$ cat src/rtl/legv8_pkg.sv
// Shared LEGv8 memory-stage types: datapath width, stage FSM states and the
// execute-to-memory bundle, plus the branch-resolution rule.
package legv8_pkg;

  localparam int XLEN = 64;

  typedef enum logic [1:0] {
    IDLE,
    REQ,
    WB
  } state_t;

  typedef struct packed {
    logic [XLEN-1:0] result;
    logic [XLEN-1:0] target;
    logic            zero;
    logic [XLEN-1:0] store_data;
    logic            mem_read;
    logic            mem_write;
    logic            branch;
    logic            uncond_branch;
    logic            mem_to_reg;
    logic            reg_write;
    logic [4:0]      rd;
  } ex_mem_t;

  // B always redirects; CBZ redirects only when the ALU reported zero.
  function automatic logic branch_taken(input ex_mem_t b);
    return b.uncond_branch | (b.branch & b.zero);
  endfunction

endpackage

$ cat src/rtl/mem_stage_if.sv
// Data-memory request/acknowledge bus between the memory stage (master)
// and the data memory (slave).
interface mem_stage_if #(
  parameter int XLEN = legv8_pkg::XLEN
);
  logic            dmem_req;
  logic            dmem_we;
  logic [XLEN-1:0] dmem_addr;
  logic [XLEN-1:0] dmem_wdata;
  logic [XLEN-1:0] dmem_rdata;
  logic            dmem_ack;

  modport master (
    output dmem_req, dmem_we, dmem_addr, dmem_wdata,
    input  dmem_rdata, dmem_ack
  );

  modport slave (
    input  dmem_req, dmem_we, dmem_addr, dmem_wdata,
    output dmem_rdata, dmem_ack
  );
endinterface

$ cat src/rtl/mem_timeout_counter.sv
// Saturating 8-bit count of cycles spent waiting for dmem_ack; tc marks the
// TIMEOUT-th waiting cycle so the stage can abort on that cycle's edge.
module mem_timeout_counter #(
  parameter int TIMEOUT = 16
) (
  input  logic clk,
  input  logic reset,
  input  logic clear,
  input  logic enable,
  output logic tc
);

  localparam logic [7:0] LAST = 8'(TIMEOUT - 1);

  logic [7:0] count;

  // NOTE: sequential state is written with non-blocking assignments only, so
  // every register samples the pre-edge values of the others.
  always_ff @(posedge clk) begin
    if (reset) begin
      count <= '0;
    end else if (clear) begin
      count <= '0;
    end else if (enable && count != 8'hFF) begin
      count <= count + 8'd1;
    end
  end

  assign tc = enable && (count >= LAST);

endmodule

$ cat src/rtl/mem_stage.sv
// LEGv8 memory stage: captures one execute bundle, resolves the branch and
// runs a data-memory access with timeout before a one-cycle write-back pulse.
module mem_stage #(
  parameter int XLEN        = legv8_pkg::XLEN,
  parameter int TIMEOUT     = 16,
  parameter bit CHECK_ALIGN = 1'b1
) (
  input  logic            clk,
  input  logic            reset,
  input  logic            ex_valid,
  output logic            ex_ready,
  input  logic [XLEN-1:0] ALU_result,
  input  logic [XLEN-1:0] ADD_result,
  input  logic            Zero,
  input  logic [XLEN-1:0] rd_data_2,
  input  logic            MemRead,
  input  logic            MemWrite,
  input  logic            Branch,
  input  logic            UncondBranch,
  input  logic            MemtoReg,
  input  logic            RegWrite,
  input  logic [4:0]      rd_in,
  mem_stage_if.master     dmem,
  output logic            PCSrc,
  output logic [XLEN-1:0] branch_target,
  output logic            wb_valid,
  output logic            wb_RegWrite,
  output logic            wb_MemtoReg,
  output logic [XLEN-1:0] wb_read_data,
  output logic [XLEN-1:0] wb_ALU_result,
  output logic [4:0]      wb_rd,
  output logic            mem_fault
);
  import legv8_pkg::*;

  state_t  state;
  ex_mem_t ex_in;
  ex_mem_t ex_q;
  logic    accepted_q;
  logic    fault_q;
  logic    mem_op;
  logic    misaligned;
  logic    go_req;
  logic    is_load;
  logic    tc;

  assign ex_in = '{result: ALU_result, target: ADD_result, zero: Zero,
                   store_data: rd_data_2, mem_read: MemRead,
                   mem_write: MemWrite, branch: Branch,
                   uncond_branch: UncondBranch, mem_to_reg: MemtoReg,
                   reg_write: RegWrite, rd: rd_in};

  assign mem_op     = ex_in.mem_read | ex_in.mem_write;
  assign misaligned = CHECK_ALIGN && (ex_in.result[2:0] != 3'b000);
  assign go_req     = ex_valid && mem_op && !misaligned;
  // Read+write together behaves as a store, so only a pure read returns data.
  assign is_load    = ex_q.mem_read & ~ex_q.mem_write;

  mem_timeout_counter #(.TIMEOUT(TIMEOUT)) u_timeout (
    .clk   (clk),
    .reset (reset),
    .clear (go_req && state != REQ),
    .enable(state == REQ),
    .tc    (tc)
  );

  always_ff @(posedge clk) begin
    if (reset) begin
      state         <= IDLE;
      // NOTE: the captured bundle is reset too because it drives outputs
      // directly, and every output must read 0 out of reset.
      ex_q          <= '0;
      ex_ready      <= 1'b1;
      accepted_q    <= 1'b0;
      fault_q       <= 1'b0;
      wb_valid      <= 1'b0;
      wb_read_data  <= '0;
      dmem.dmem_req <= 1'b0;
      dmem.dmem_we  <= 1'b0;
    end else begin
      accepted_q <= 1'b0;
      wb_valid   <= 1'b0;
      case (state)
        REQ: begin
          if (dmem.dmem_ack) begin
            dmem.dmem_req <= 1'b0;
            dmem.dmem_we  <= 1'b0;
            wb_read_data  <= is_load ? dmem.dmem_rdata : '0;
            fault_q       <= 1'b0;
            wb_valid      <= 1'b1;
            ex_ready      <= 1'b1;
            state         <= WB;
          end else if (tc) begin
            dmem.dmem_req <= 1'b0;
            dmem.dmem_we  <= 1'b0;
            wb_read_data  <= '0;
            fault_q       <= 1'b1;
            wb_valid      <= 1'b1;
            ex_ready      <= 1'b1;
            state         <= WB;
          end
        end
        default: begin
          // IDLE and WB both accept; WB then chains straight into the next op.
          if (ex_valid) begin
            ex_q         <= ex_in;
            accepted_q   <= 1'b1;
            wb_read_data <= '0;
            if (go_req) begin
              dmem.dmem_req <= 1'b1;
              dmem.dmem_we  <= ex_in.mem_write;
              ex_ready      <= 1'b0;
              state         <= REQ;
            end else begin
              fault_q  <= mem_op & misaligned;
              wb_valid <= 1'b1;
              state    <= WB;
            end
          end else begin
            state <= IDLE;
          end
        end
      endcase
    end
  end

  assign dmem.dmem_addr  = ex_q.result;
  assign dmem.dmem_wdata = ex_q.store_data;

  assign PCSrc         = accepted_q & branch_taken(ex_q);
  assign branch_target = PCSrc ? ex_q.target : '0;

  assign wb_RegWrite   = wb_valid & ex_q.reg_write & ~fault_q;
  assign wb_MemtoReg   = ex_q.mem_to_reg;
  assign wb_ALU_result = ex_q.result;
  assign wb_rd         = ex_q.rd;
  assign mem_fault     = wb_valid & fault_q;

endmodule

$ cat src/flat_wrapper.sv
// flat-port wrapper written by rule: the top's interface ports become plain ports
module mem_stage_flat import legv8_pkg::*;
#(
  parameter int XLEN        = legv8_pkg::XLEN,
  parameter int TIMEOUT     = 16,
  parameter bit CHECK_ALIGN = 1'b1
)
  (clk, reset, ex_valid, ex_ready, ALU_result, ADD_result, Zero, rd_data_2, MemRead, MemWrite, Branch, UncondBranch, MemtoReg, RegWrite, rd_in, PCSrc, branch_target, wb_valid, wb_RegWrite, wb_MemtoReg, wb_read_data, wb_ALU_result, wb_rd, mem_fault, dmem_dmem_req, dmem_dmem_we, dmem_dmem_addr, dmem_dmem_wdata, dmem_dmem_rdata, dmem_dmem_ack);
  mem_stage_if #(.XLEN(XLEN)) dmem_i ();
  input  logic clk;
  input  logic reset;
  input  logic ex_valid;
  output logic ex_ready;
  input  logic [XLEN-1:0] ALU_result;
  input  logic [XLEN-1:0] ADD_result;
  input  logic Zero;
  input  logic [XLEN-1:0] rd_data_2;
  input  logic MemRead;
  input  logic MemWrite;
  input  logic Branch;
  input  logic UncondBranch;
  input  logic MemtoReg;
  input  logic RegWrite;
  input  logic [4:0] rd_in;
  output logic PCSrc;
  output logic [XLEN-1:0] branch_target;
  output logic wb_valid;
  output logic wb_RegWrite;
  output logic wb_MemtoReg;
  output logic [XLEN-1:0] wb_read_data;
  output logic [XLEN-1:0] wb_ALU_result;
  output logic [4:0] wb_rd;
  output logic mem_fault;
  output wire logic [$bits(dmem_i.dmem_req)-1:0] dmem_dmem_req;
  output wire logic [$bits(dmem_i.dmem_we)-1:0] dmem_dmem_we;
  output wire logic [$bits(dmem_i.dmem_addr)-1:0] dmem_dmem_addr;
  output wire logic [$bits(dmem_i.dmem_wdata)-1:0] dmem_dmem_wdata;
  input wire logic [$bits(dmem_i.dmem_rdata)-1:0] dmem_dmem_rdata;
  input wire logic [$bits(dmem_i.dmem_ack)-1:0] dmem_dmem_ack;
  assign dmem_dmem_req = dmem_i.dmem_req;
  assign dmem_dmem_we = dmem_i.dmem_we;
  assign dmem_dmem_addr = dmem_i.dmem_addr;
  assign dmem_dmem_wdata = dmem_i.dmem_wdata;
  assign dmem_i.dmem_rdata = dmem_dmem_rdata;
  assign dmem_i.dmem_ack = dmem_dmem_ack;
  mem_stage #(.XLEN(XLEN), .TIMEOUT(TIMEOUT), .CHECK_ALIGN(CHECK_ALIGN)) u_core (.clk(clk), .reset(reset), .ex_valid(ex_valid), .ex_ready(ex_ready), .ALU_result(ALU_result), .ADD_result(ADD_result), .Zero(Zero), .rd_data_2(rd_data_2), .MemRead(MemRead), .MemWrite(MemWrite), .Branch(Branch), .UncondBranch(UncondBranch), .MemtoReg(MemtoReg), .RegWrite(RegWrite), .rd_in(rd_in), .dmem(dmem_i), .PCSrc(PCSrc), .branch_target(branch_target), .wb_valid(wb_valid), .wb_RegWrite(wb_RegWrite), .wb_MemtoReg(wb_MemtoReg), .wb_read_data(wb_read_data), .wb_ALU_result(wb_ALU_result), .wb_rd(wb_rd), .mem_fault(mem_fault));
endmodule
$ cat config.mk
export PLATFORM = sky130hd
export DESIGN_NAME = mem_stage_flat
export DESIGN_NICKNAME = d
export VERILOG_FILES = /design/src/rtl/legv8_pkg.sv /design/src/rtl/mem_stage_if.sv /design/src/rtl/mem_timeout_counter.sv /design/src/rtl/mem_stage.sv /design/src/flat_wrapper.sv
export SDC_FILE = /design/constraint.sdc
export NUM_CORES = 1
export LEC_CHECK = 0
export BUFFER_PORTS_ARGS = -buffer_cell sky130_fd_sc_hd__buf_4
export CORE_AREA = 2 2 232 234
export CTS_CLUSTER_DIAMETER = 80
export CTS_CLUSTER_SIZE = 8
export DETAILED_ROUTE_END_ITERATION = 10
export DIE_AREA = 0 0 234 236
export PLACE_DENSITY = 0.43
export SYNTH_ARGS = -nofsm -noshare
export SYNTH_HDL_FRONTEND = slang
export SYNTH_SLANG_ARGS = --single-unit
export TNS_END_PERCENT = 20
$ cat constraint.sdc
create_clock -name clk -period 1.6 [get_ports clk]
set_clock_uncertainty 0.2 [all_clocks]
set_input_delay 0.32 -clock clk [delete_from_list [all_inputs] [get_ports clk]]
set_output_delay 0.32 -clock clk [all_outputs]
set_load 0.005 [all_outputs]
* Word-level counts from Yosys, hierarchy flattened *
Index checks and enable logic that the tools add are counted.
Widths: inputs -> output; s select.

cells by class
  add/sub/neg operators = 1
  mux-type cells = 34
  equality and inequality tests = 5
  bitwise gates (word level) = 12
  $lt $le $gt $ge = 1
  reduce and logical (&&, ||, !) cells = 15

operators with widths
  operator             count
  $mux 64              6
  $mux 1               23
  $mux 2               5
  $add 8x1->8 const B  1
  $ge 8x4->1 const B   1
  $ne 8x8->1 const B   1
  $and 1x1->1          7
  $reduce_and 3->1     2
  $logic_and 1x1->1    5
  $reduce_and 2->1     2
  $reduce_bool 2->1    2
  $reduce_or 2->1      2
  $ne 3x2->1 const B   1
  $not 1->1            3
  $reduce_bool 3->1    1
  $eq 2x1->1 const B   1
  $ne 2x1->1 const B   1
  $ne 2x2->1 const B   1
  $or 1x1->1           2
  $logic_not 1->1      1

word-level totals
  word-level logic and storage cells = 88
  register bits = 284
  output and inout bits = 333

* Logic depth before layout (Yosys ltp) *
  depth after elaboration = 6
  mapped depth = 8
  gate-level depth less buffers = 5

* Cells and area by module *
A second synthesis with hierarchy kept.

second synthesis, totals
  cells, all modules = 1,452
  area total of the unflattened synthesis = 12,423.2 um^2

modules (own cells, without submodules)
  module               cells an instance  seq. area each (um^2)  area each (um^2)  times used
  mem_stage            1,406              5,525.3                12,001.5          1
  mem_timeout_counter  46                 160.2                  421.7             1

* Worst setup path before layout *
Ideal clock, no wire load.

  kind = register -> register
  start point = register u_core.u_timeout.count[0]
  end point = register u_core.wb_read_data[10]
  path slack = -96 ps
  path buffers = 1
  cell stages (with the launch flop) = 7
  period minus slack after synthesis = 1,696 ps
  setup time = 59 ps
  data arrival time = 1,438 ps
  cell sequence = dfxtp_1 -> ha_1 -> nand3_1 -> nand4b_4 -> a21oi_4 -> buf_6 -> a22o_1

between the ends
  word-level cells in the longest chain between the ends = 4

RTL lines
  item                        RTL line                   RTL
  from (decl)                 mem_timeout_counter.sv:15  logic [7:0] count;
  from (signal assigned)      mem_timeout_counter.sv:25  count <= count + 8'd1;
  $ge 8x4->1                  mem_timeout_counter.sv:29  assign tc = enable && (count >= LAST);
  $logic_and 1x1->1           mem_timeout_counter.sv:29
  $ne 3x2->1 (no line)        -
  $reduce_and 2->1 (no line)  -
  to (signal assigned)        mem_stage.sv:88            wb_read_data <= is_load ? dmem.dmem_rdata : '0;
  to (decl)                   mem_stage.sv:29            output logic [XLEN-1:0] wb_read_data,

Every way passes these cells.
A chain may end at the register's enable or synchronous reset.

* Worst setup path after layout *
  start point = register u_core.ex_q[8] in the netlist's numbering
  end point = output port branch_target[62]

between the ends
  word-level cells in the longest chain between the ends = 4

RTL lines
  item                    RTL line            RTL
  from (decl)             mem_stage.sv:38     ex_mem_t ex_q;
  from (signal assigned)  mem_stage.sv:106    ex_q <= ex_in;
  $and 1x1->1             legv8_pkg.sv:29     return b.uncond_branch | (b.branch & b.zero);
  $or 1x1->1              legv8_pkg.sv:29
  $and 1x1->1             mem_stage.sv:130    assign PCSrc = accepted_q & branch_taken(ex_q);
  $mux 64                 mem_stage.sv:131    assign branch_target = PCSrc ? ex_q.target : '0;
  to (decl)               flat_wrapper.sv:26  output logic [XLEN-1:0] branch_target;

Every way passes these cells.

==> metrics.txt <==
initial antenna violation count=2; type of the most critical hold path=primary input to flop; DR pass1 iterations=4; number of synthesized flops with an enable pin=0; final weighted congestion of routability-driven global placement=~0.75; initial cell density of the core=21.83%; Worst path slowest cell=dfxtp_2; Cell Pwr Density=885.2 nW/µm²; post-detailed-route wirelength per cell=between 15 and 20 µm; number of placement rows=85; clock tree from TritonCTS=done; Die Y-Extent=236 µm; Clk Tree Root Cell=clkbuf_16; Crit Path Class=flop to output pin; CP startpoint kind=flop; final setup violation count=133; leading cell types in the layout, fill and taps excluded=601 x buf_4, 411 x nand2_1, 270 x dlygate4sd3_1, 206 x dfxtp_1, 203 x a21oi_1; fraction of the yosys area taken by sequential cells=49.07%; Worst EP arrival=1.69 ns; total chip power=0.01826 W; vias in the first global route=~12,000; #FFs+latches synth=~280; fraction of layout instances using a drive strength above 1=41.91%; number of filler cells placed in the layout=roughly 5,300; wire length of the first global-routing pass=67.61 mm; Slew Viols, Final=0; Peak Freq=452.1 MHz; Avg Synthesized Cell Area=8.391 µm²; beginning of the critical path=u_core.ex_q[8]; cell area after placement=16,020 µm²; overall fraction of global-route tracks in use=15.82%; maximum vdd ir drop=0.6321 mV; core footprint=approximately 53,000 µm²; most common cell after layout, fill and taps aside=buf_4; Period Utilization, post-route=138.2%; Die Area=55,220 µm²; maximum number of pins on one net before global-route repair=about 120; maxcap violations=0; Post-Syn Instances=between 1,000 and 1,500; post-detail-place hpwl=~32 mm; drt drc=0; critical register-to-register path startpoint=u_core.u_timeout.count[7]; worst setup slack after layout=-0.6119 ns; fraction of registers with async set/reset=0%; setup repair after global routing missed its margin=yes; CTS sink count=about 280; met3 routing resource usage after global routing=between 4 and 5%; final design instance area without fill=~21,000 µm²; Synth Net Count=1,654; Reg2Reg Depth=6; slew at the pin closest to its max-slew limit=around 0.64 ns; clock transition at the registers of the reported paths=approximately 0.050 ns; GR Util met2=29.21%; global routing's busiest layer=met2; required time at the worst-slack endpoint=around 1.1 ns; Worst R2R Setup Slack=-0.19 ns; die outline width=between 200 and 250 µm; mapped cell area=~12,000 µm²; leading post-synthesis cells by cell area=dfxtp_1 49%, nand2_1 13%, buf_4 13%, a21oi_1 9.0%, a22o_1 4.8%; unique cell type count in the Yosys netlist=42; total I/O pin count=just over 600; fin crit period=2.212 ns; final cell utilization of the core=between 30% and 40%; kind of end point of the critical path=output pin; top cell type's share of synthesized area=49.07%; Post-Route WL=46.12 mm; outcome=finished with violations; Iteration-0 DRC Markers=372; violations in the final reports=setup timing; cts bufs inserted=42; Buffers on Ports=just over 600; biggest fanout along the worst timing path=8; Rel. slew slack=57.64%; vias=between 10,000 and 15,000; final antenna-violating net count=0; Clk Latency, worst-skew pair=~0.56 ns; crit path cell chain=a21oi_4, nor2b_4, buf_12, clkbuf_16, and2_1, buf_4; global routing met1 resource utilization=around 17%; Clock Tree Buf Depth=3; Final Net Count=between 2,000 and 2,500; flip-flop cell with the highest count after synthesis=dfxtp_1; cell leakage power=between 9 and 10 nW; number of warnings reported in the yosys synthesis log=0; remaining global-route overflow=0; most area-hungry cell type in the Yosys netlist=dfxtp_1; Hold Violations, Final=0; crit path to=branch_target[62]; H-tree depth reported by CTS=2; Vias/cell=around 4.1; P&R area growth vs syn=78.04%; delay contributed by the slowest stage of the critical path=0.33 ns; critical register-to-register path endpoint=u_core.wb_read_data[45]
==> how the worst min path moves through the flow <==
stage / from / end / depth (start not counted)
3_5_place_dp: u_core.ex_q[116] / u_core.ex_q[116] / 2
4_1_cts: ex_valid / u_core.state[0] / 4
6_report: dmem_dmem_ack / u_core.dmem.dmem_req / 5
3_3_place_gp: u_core.ex_q[108] / u_core.ex_q[108] / 2
5_1_grt: ALU_result[2] / u_core.dmem.dmem_addr[2] / 4
2_1_floorplan: u_core.ex_q[100] / u_core.ex_q[100] / 2
==> Yosys cell counts (2+ instances only) <==
cell type and number:
buf_4 197, nor2_1 12, nand2_1 413, a22o_1 64, a211oi_1 2, dfxtp_1 284
a31oi_1 3, clkbuf_1 47, nor3_1 4, nand2b_1 2, and2_1 67, buf_6 6
nand4_1 2, a21o_1 2, a21oi_1 208, nor2b_1 2, nand3_1 4, xor2_1 2
buf_2 37
==> metal layers <==
| metal | vias to the layer above | routed length [µm] |
|---|---|---|
| met5 | - | 0 |
| met4 | 0 | 1640 |
| met3 | 81 | 3129 |
| met2 | 437 | 23860 |
| met1 | 5324 | 17490 |
| li1 | 5743 | - |
==> per-stage QoR <==
step,instances,TNS (ns),worst slack (ns),hold slack [ns]
floorplan,1381,-5.233,-0.06391,0.2317
global placement,2472,-28.15,-0.3076,0.2378
finish,2805,-45.80,-0.6119,0.06233
detailed placement,2472,-28.25,-0.3199,0.2441
CTS,2796,-64.23,-0.6930,0.04928
global route,2805,-60.51,-0.6838,0.08353
==> registers in the layout, summed over array words and instances, names as in the netlist, 2 cells and up <==
signal and count:
u_core.u_timeout.count 8, u_core.dmem.dmem_wdata 64, u_core.wb_read_data 64, u_core.wb_rd 5
u_core.ex_q 70, u_core.dmem.dmem_addr 64, u_core.state 2
==> layout make-up <==
class / instances / area [µm²] / share of cell area, %
Timing Repair Buffer: 966 / 8620 / 41.78
Sequential cell: 284 / 5818 / 28.20
Multi-Input combinational cell: 808 / 4175 / 20.24
Clock buffer: 44 / 1090 / 5.283
Tap cell: 696 / 870.8 / 4.221
Clock inverter: 4 / 47.55 / 0.2305
Antenna cell: 2 / 5.005 / 0.02426
Inverter: 1 / 3.754 / 0.01820
==> cell families after synthesis <==
kind of cell / Yosys count / synth area share, %
simple gates: 518 / 19.24
buf+inv: 289 / 16.53
compound gates: 285 / 14.74
flops: 284 / 49.07
xor+xnor: 3 / 0.2268
mux: 1 / 0.08639
fa+ha+maj: 1 / 0.1080
==> critical path: cells and delay by family, from the launching register on <==
kind / cells / cell delay (ns)
buffers and inverters: 3 / 0.44
DFF: 1 / 0.33
and+or+nand+nor: 2 / 0.22
AOI/OAI and AO/OA: 1 / 0.16
==> power breakdown <==
part	leakage [nW]	total (W)	switching [W]	internal (W)
registers	2.36	0.00760	0.000206	0.00739
logic	6.41	0.00266	0.00102	0.00164
clock network	0.551	0.00801	0.00323	0.00478
==> what timing repair did <==
action,4_1_cts,5_1_grt
hold buffers,271,1
setup endpoints to repair,409,379
hold endpoints to repair,271,1
pin swaps,18,34
resized for setup,115,91
buffers inserted,1,4
gates cloned,4,3
Note: power is estimated with default switching activity, not from simulation.
